`config.mk`:
```
export PLATFORM = sky130hd
export DESIGN_NAME = string_detector_mode2
export DESIGN_NICKNAME = d
export VERILOG_FILES = /design/src/rtl/string_detector_mode2.sv
export SDC_FILE = /design/constraint.sdc
export NUM_CORES = 1
export LEC_CHECK = 0
export BUFFER_PORTS_ARGS = -buffer_cell sky130_fd_sc_hd__buf_2
export CORE_AREA = 4 4 41 43
export CTS_BUF_LIST = sky130_fd_sc_hd__clkbuf_8
export CTS_CLUSTER_DIAMETER = 30
export DETAILED_ROUTE_END_ITERATION = 10
export DIE_AREA = 0 0 45 47
export GPL_ROUTABILITY_DRIVEN = 0
export HOLD_SLACK_MARGIN = 0.1
export SYNTH_ARGS = -nofsm -noshare
export SYNTH_HDL_FRONTEND = slang
export SYNTH_SLANG_ARGS = --single-unit
```
`constraint.sdc`:
```
create_clock -name clk -period 1.55 [get_ports clk]
set_input_delay 0.0775 -clock clk [delete_from_list [all_inputs] [get_ports clk]]
set_output_delay 0.0775 -clock clk [all_outputs]
set_load 0.03 [all_outputs]
```
`src/rtl/string_detector_mode2.sv`:
```
// Serial 4-bit pattern match counter with a saturating 4-bit count.
// Define STR_DET_OVERLAP_EN to count overlapping matches; the default is non-overlapping.
module string_detector_mode2 (
  input  logic       clk,
  input  logic       rst_n,
  input  logic [3:0] string1,
  input  logic       string2,
  output logic [3:0] N
);

  logic [2:0] win;
  logic [2:0] fill;
  logic [3:0] cnt;
  logic [3:0] cand;
  logic       hit;

  assign cand = {win, string2};
  // An X/Z data bit makes the compare unknown, which the if() below treats as no hit.
  assign hit  = (fill >= 3'd3) && (cand == string1);
  assign N    = cnt;

  always_ff @(posedge clk or negedge rst_n) begin
    if (!rst_n) begin
      win  <= 3'd0;
      fill <= 3'd0;
      cnt  <= 4'd0;
    end else begin
      win <= cand[2:0];
      if (fill != 3'd4) begin
        fill <= fill + 3'd1;
      end
      if (hit) begin
        if (cnt != 4'd15) begin
          cnt <= cnt + 4'd1;
        end
`ifdef STR_DET_OVERLAP_EN
`else
        // Consumed bits cannot seed the next match.
        fill <= 3'd0;
`endif
      end
    end
  end

endmodule

```
# [Word level (Yosys, flattened, before mapping)]
# Cells that the tools add are included.
# Widths: inputs -> output; s select.
[totals] register_bits=10 elab_cells=14
[op_classes] add_sub_neg=2 n_lt_le_gt_ge=1 n_eq_ne=3 mux=2 n_reduce_logical=3
[ops] operator="$mux 3" n=2
[ops] operator="$add 4x1->4 const B" n=1
[ops] operator="$eq 4x4->1" n=1
[ops] operator="$ne 4x4->1 const B" n=1
[ops] operator="$add 3x1->3 const B" n=1
[ops] operator="$ge 3x2->1 const B" n=1
[ops] operator="$ne 3x3->1 const B" n=1
[ops] operator="$reduce_and 2->1" n=1
[ops] operator="$reduce_bool 2->1" n=1
[ops] operator="$logic_and 1x1->1" n=1

# [Logic depth before layout (Yosys ltp)]
[logic_depth] word_depth=3 ltp_mapped=6 ltp_nobuf=6

# [Least setup slack after synthesis]
# OpenSTA, ideal clock, no wires.
[synth_timing] kind="reg2reg" from="register fill[0]" to="register cnt[1], in the netlist N[1]" t_arrival_ns=1.518 path_slack_ns=-0.093 path_stages_with_launch=7 synth_period_minus_slack_ns=1.643 path_cell_list="dfrtp_1 ha_1 ha_1 a211oi_2 nor2_1 and3_4 mux2_4"
[synth_via] elab_chain_len=3
[synth_lines] element="start, declared" line="12" text="logic [2:0] fill;"
[synth_lines] element="start signal, assigned" line="30" text="fill <= fill + 3'd1;"
[synth_lines] element="$ge 3x2->1" line="19" text="assign hit = (fill >= 3'd3) && (cand == string1);"
[synth_lines] element="$logic_and 1x1->1" line="19"
[synth_lines] element="$reduce_and 2->1 (no line)"
[synth_lines] element="end signal, assigned" line="34" text="cnt <= cnt + 4'd1;"
[synth_lines] element="end, declared" line="13" text="logic [3:0] cnt;"
# No other way between the ends.
# A chain may end at the register's enable or synchronous reset.

# [Final worst setup path]
[layout_timing] from="register fill[1]" to="register cnt[1], in the netlist N[1]"
# Same word-level chain as after synthesis.

==> impl_metrics.toml <==
[route]
wirelength_um = 988
via_count = 383
drtIter0Drc = 7
viasPerCell = 4.85
antenna_left = 0
drc_errors = 0
dr.pass1.iters = 3
wire_per_inst_um = 12.5

[timing]
setup_viol = 0
post-route-period-util_pct = 99.0
final-max-slew-violation-count = 0
max_slew_margin_pct = 82.3
hold_violations = 0
finalCriticalPeriod_ps = 1530
fin_worst_skew_ps = 0.526
worstMarginPinSlew_ps = 265
holdWs_ps = 235
fmax_ghz = 0.652
grt_setup_unrepaired = "true"

[clock_network]
clock_latency_ps = 230
cts_made_buffers = 3
h-tree-depth = 1
cts_tree = "yes"
cts_root_buffer = "clkbuf_8"
cts.clk_slew.worst_paths_ps = 50
ctsLongestPathBuffers = 2
cts.sinks = 10

[floorplan]
die_h_um = 47
die_w_um = 45
core_area_mm2 = 0.00130
start_util_pct = 38.8
ios = 11
dieArea_mm2 = 0.00212
row_count = 13

[grt]
grt_overflow = 0
grt_pass1_wl_um = 1640
grt_pass1_vias = 391
grt_max_degree = 11
grt.total_usage_pct = 11.1
antenna_found_initial = 0

[worst_hold_path]
hold_path_class = "in2async"

[yosys]
synth_seq_cells = 10
synth_area_um2 = 505
synth_warnings = 0
yosysTopAreaCellShare_pct = 49.5
seq_area_frac_synth_pct = 49.5
synth_top_cell_by_area = "dfrtp_1"
synth_fp_nets = 54
yosysUniqueCellTypes = 17
synthTopCellsByArea = "dfrtp_1 50%, ha_1 9.9%, xor2_1 8.7%"
avgSynthCellArea_um2 = 11.8
netlist_instances = 43

[worst_setup_path]
crit_start = "fill[1]"
cpMaxStageDelayCell = "dfrtp_1"
timing.critical_path.cells = "ha_2 -> ha_4 -> a211oi_2 -> nor2_2 -> and3_4 -> mux2_4"
worstPathArrival_ps = 1650
max_stage_delay_ps = 380
crit_type = "reg2reg"
start_kind = "flip-flop"
critPathMaxFanout = 3
critPathBufInv = 0
cp_top_family = "flip-flops"
cp.required_ps = 1670
r2r-start = "fill[1]"
cp-end-kind = "flip-flop"

[flow_run]
drv_cap = 0

[power]
pwr_density_cell_mw_per_mm2 = 1870
ir_drop_v = 0.00108
p_total_mw = 1.37
power.static_leakage_nw = 0.349

[outcome]
status = "completed"

[final_layout]
multi_input_area_um2 = 285
final_cell_mix = "10 x dfrtp_1, 10 x buf_2, 5 x inv_1, 5 x xor2_1, 5 x buf_4"
nets = 76
area.sequential_um2 = 250
area.growth.synth_to_final_pct = 45.5
drive_gt1_share_pct = 46.9
antenna-diode-count = 0
nFillCells = 135

[placed_design]
portBuffers = 10
dp_hpwl_um = 712
cell families after synthesis:
family	Yosys count	synth area share [%]
fa+ha+maj	4	9.90
buf+inv	5	3.71
flops	10	49.5
mux	1	2.97
xor+xnor	6	10.4
simple gates	10	13.1
compound gates	7	10.4
sequential cells by signal (all words and copies together), names as in the netlist:
register,cells
fill,3
win,3
N,4
worst reg2reg max path, delay by kind of cell (launching register included):
family / cells / cell delay (ps)
AOI/OAI and AO/OA: 1 / 160
DFF: 1 / 380
muxes: 1 / 290
and+or+nand+nor: 2 / 250
adders and majority gates: 2 / 350
synth_stat cells, drive strengths merged:
cell type	instances
nor2	2
nand2	2
and2	1
a211oi	1
dfrtp	10
inv	5
nand3	2
nor3	1
xnor2	1
a21oi	2
a41oi	2
mux2	1
and3	2
ha	4
xor2	5
a31oi	2
worst paths after layout:
kind / to / slack (ps) / depth (start not counted)
max: N[1] / 20 / 6
min in group clk: win[2] / 390 / 0
min: win[0] / 230 / 2
max in group asynchronous: fill[2] / 1120 / 2
max reg2reg: N[1] / 20 / 6
min reg2reg: win[2] / 390 / 0
per-layer routing:
| layer | vias to the layer above | GRT usage (%) | part of all wire (%) | wire (um) |
|---|---|---|---|---|
| li1 | 189 | - | - | - |
| met1 | 186 | 13.9 | 47 | 461 |
| met2 | 8 | 18.4 | 51 | 503 |
| met3 | 0 | 3.45 | 2.3 | 23 |
| met4 | 0 | 3.51 | 0 | 0 |
| met5 | - | 0 | 0 | 0 |
timing repair:
| action | in CTS | in global routing |
|---|---|---|
| setup endpoints to repair | 0 | 4 |
| setup buffers | 0 | 1 |
| endpoints found under the hold margin | 11 | 0 |
| gates resized for setup | 0 | 8 |
| hold buffers | 2 | 0 |
through the flow:
step | std cells | instance area (um^2) | TNS, ps | setup slack (ps) | utilization [%]
after floorplan | 43 | 508 | 0 | 21.0 | -
final | 79 | 736 | 0 | 15.6 | 56.5
after global routing | 79 | 736 | -135 | -60.0 | 56.5
after detailed placement | 72 | 607 | 0 | 20.4 | 46.6
after CTS | 78 | 682 | 0 | 4.85 | 52.4
after global placement | 72 | 607 | 0 | 37.2 | 46.6
power by group:
part | switching, mW | total (mW) | internal, mW
Sequential | 0.0849 | 0.437 | 0.352
Combinational | 0.332 | 0.616 | 0.284
Clock | 0.0981 | 0.321 | 0.223
area by class of cell:
cell class / count / share of cell area (%)
timing repair buffer: 17 / 14.6
tap: 15 / 2.55
clock buffer: 4 / 7.48
sequential: 10 / 34.0
inverter: 5 / 2.55
multi-input combinational: 28 / 38.8
Power figures use the tool's default switching activity.
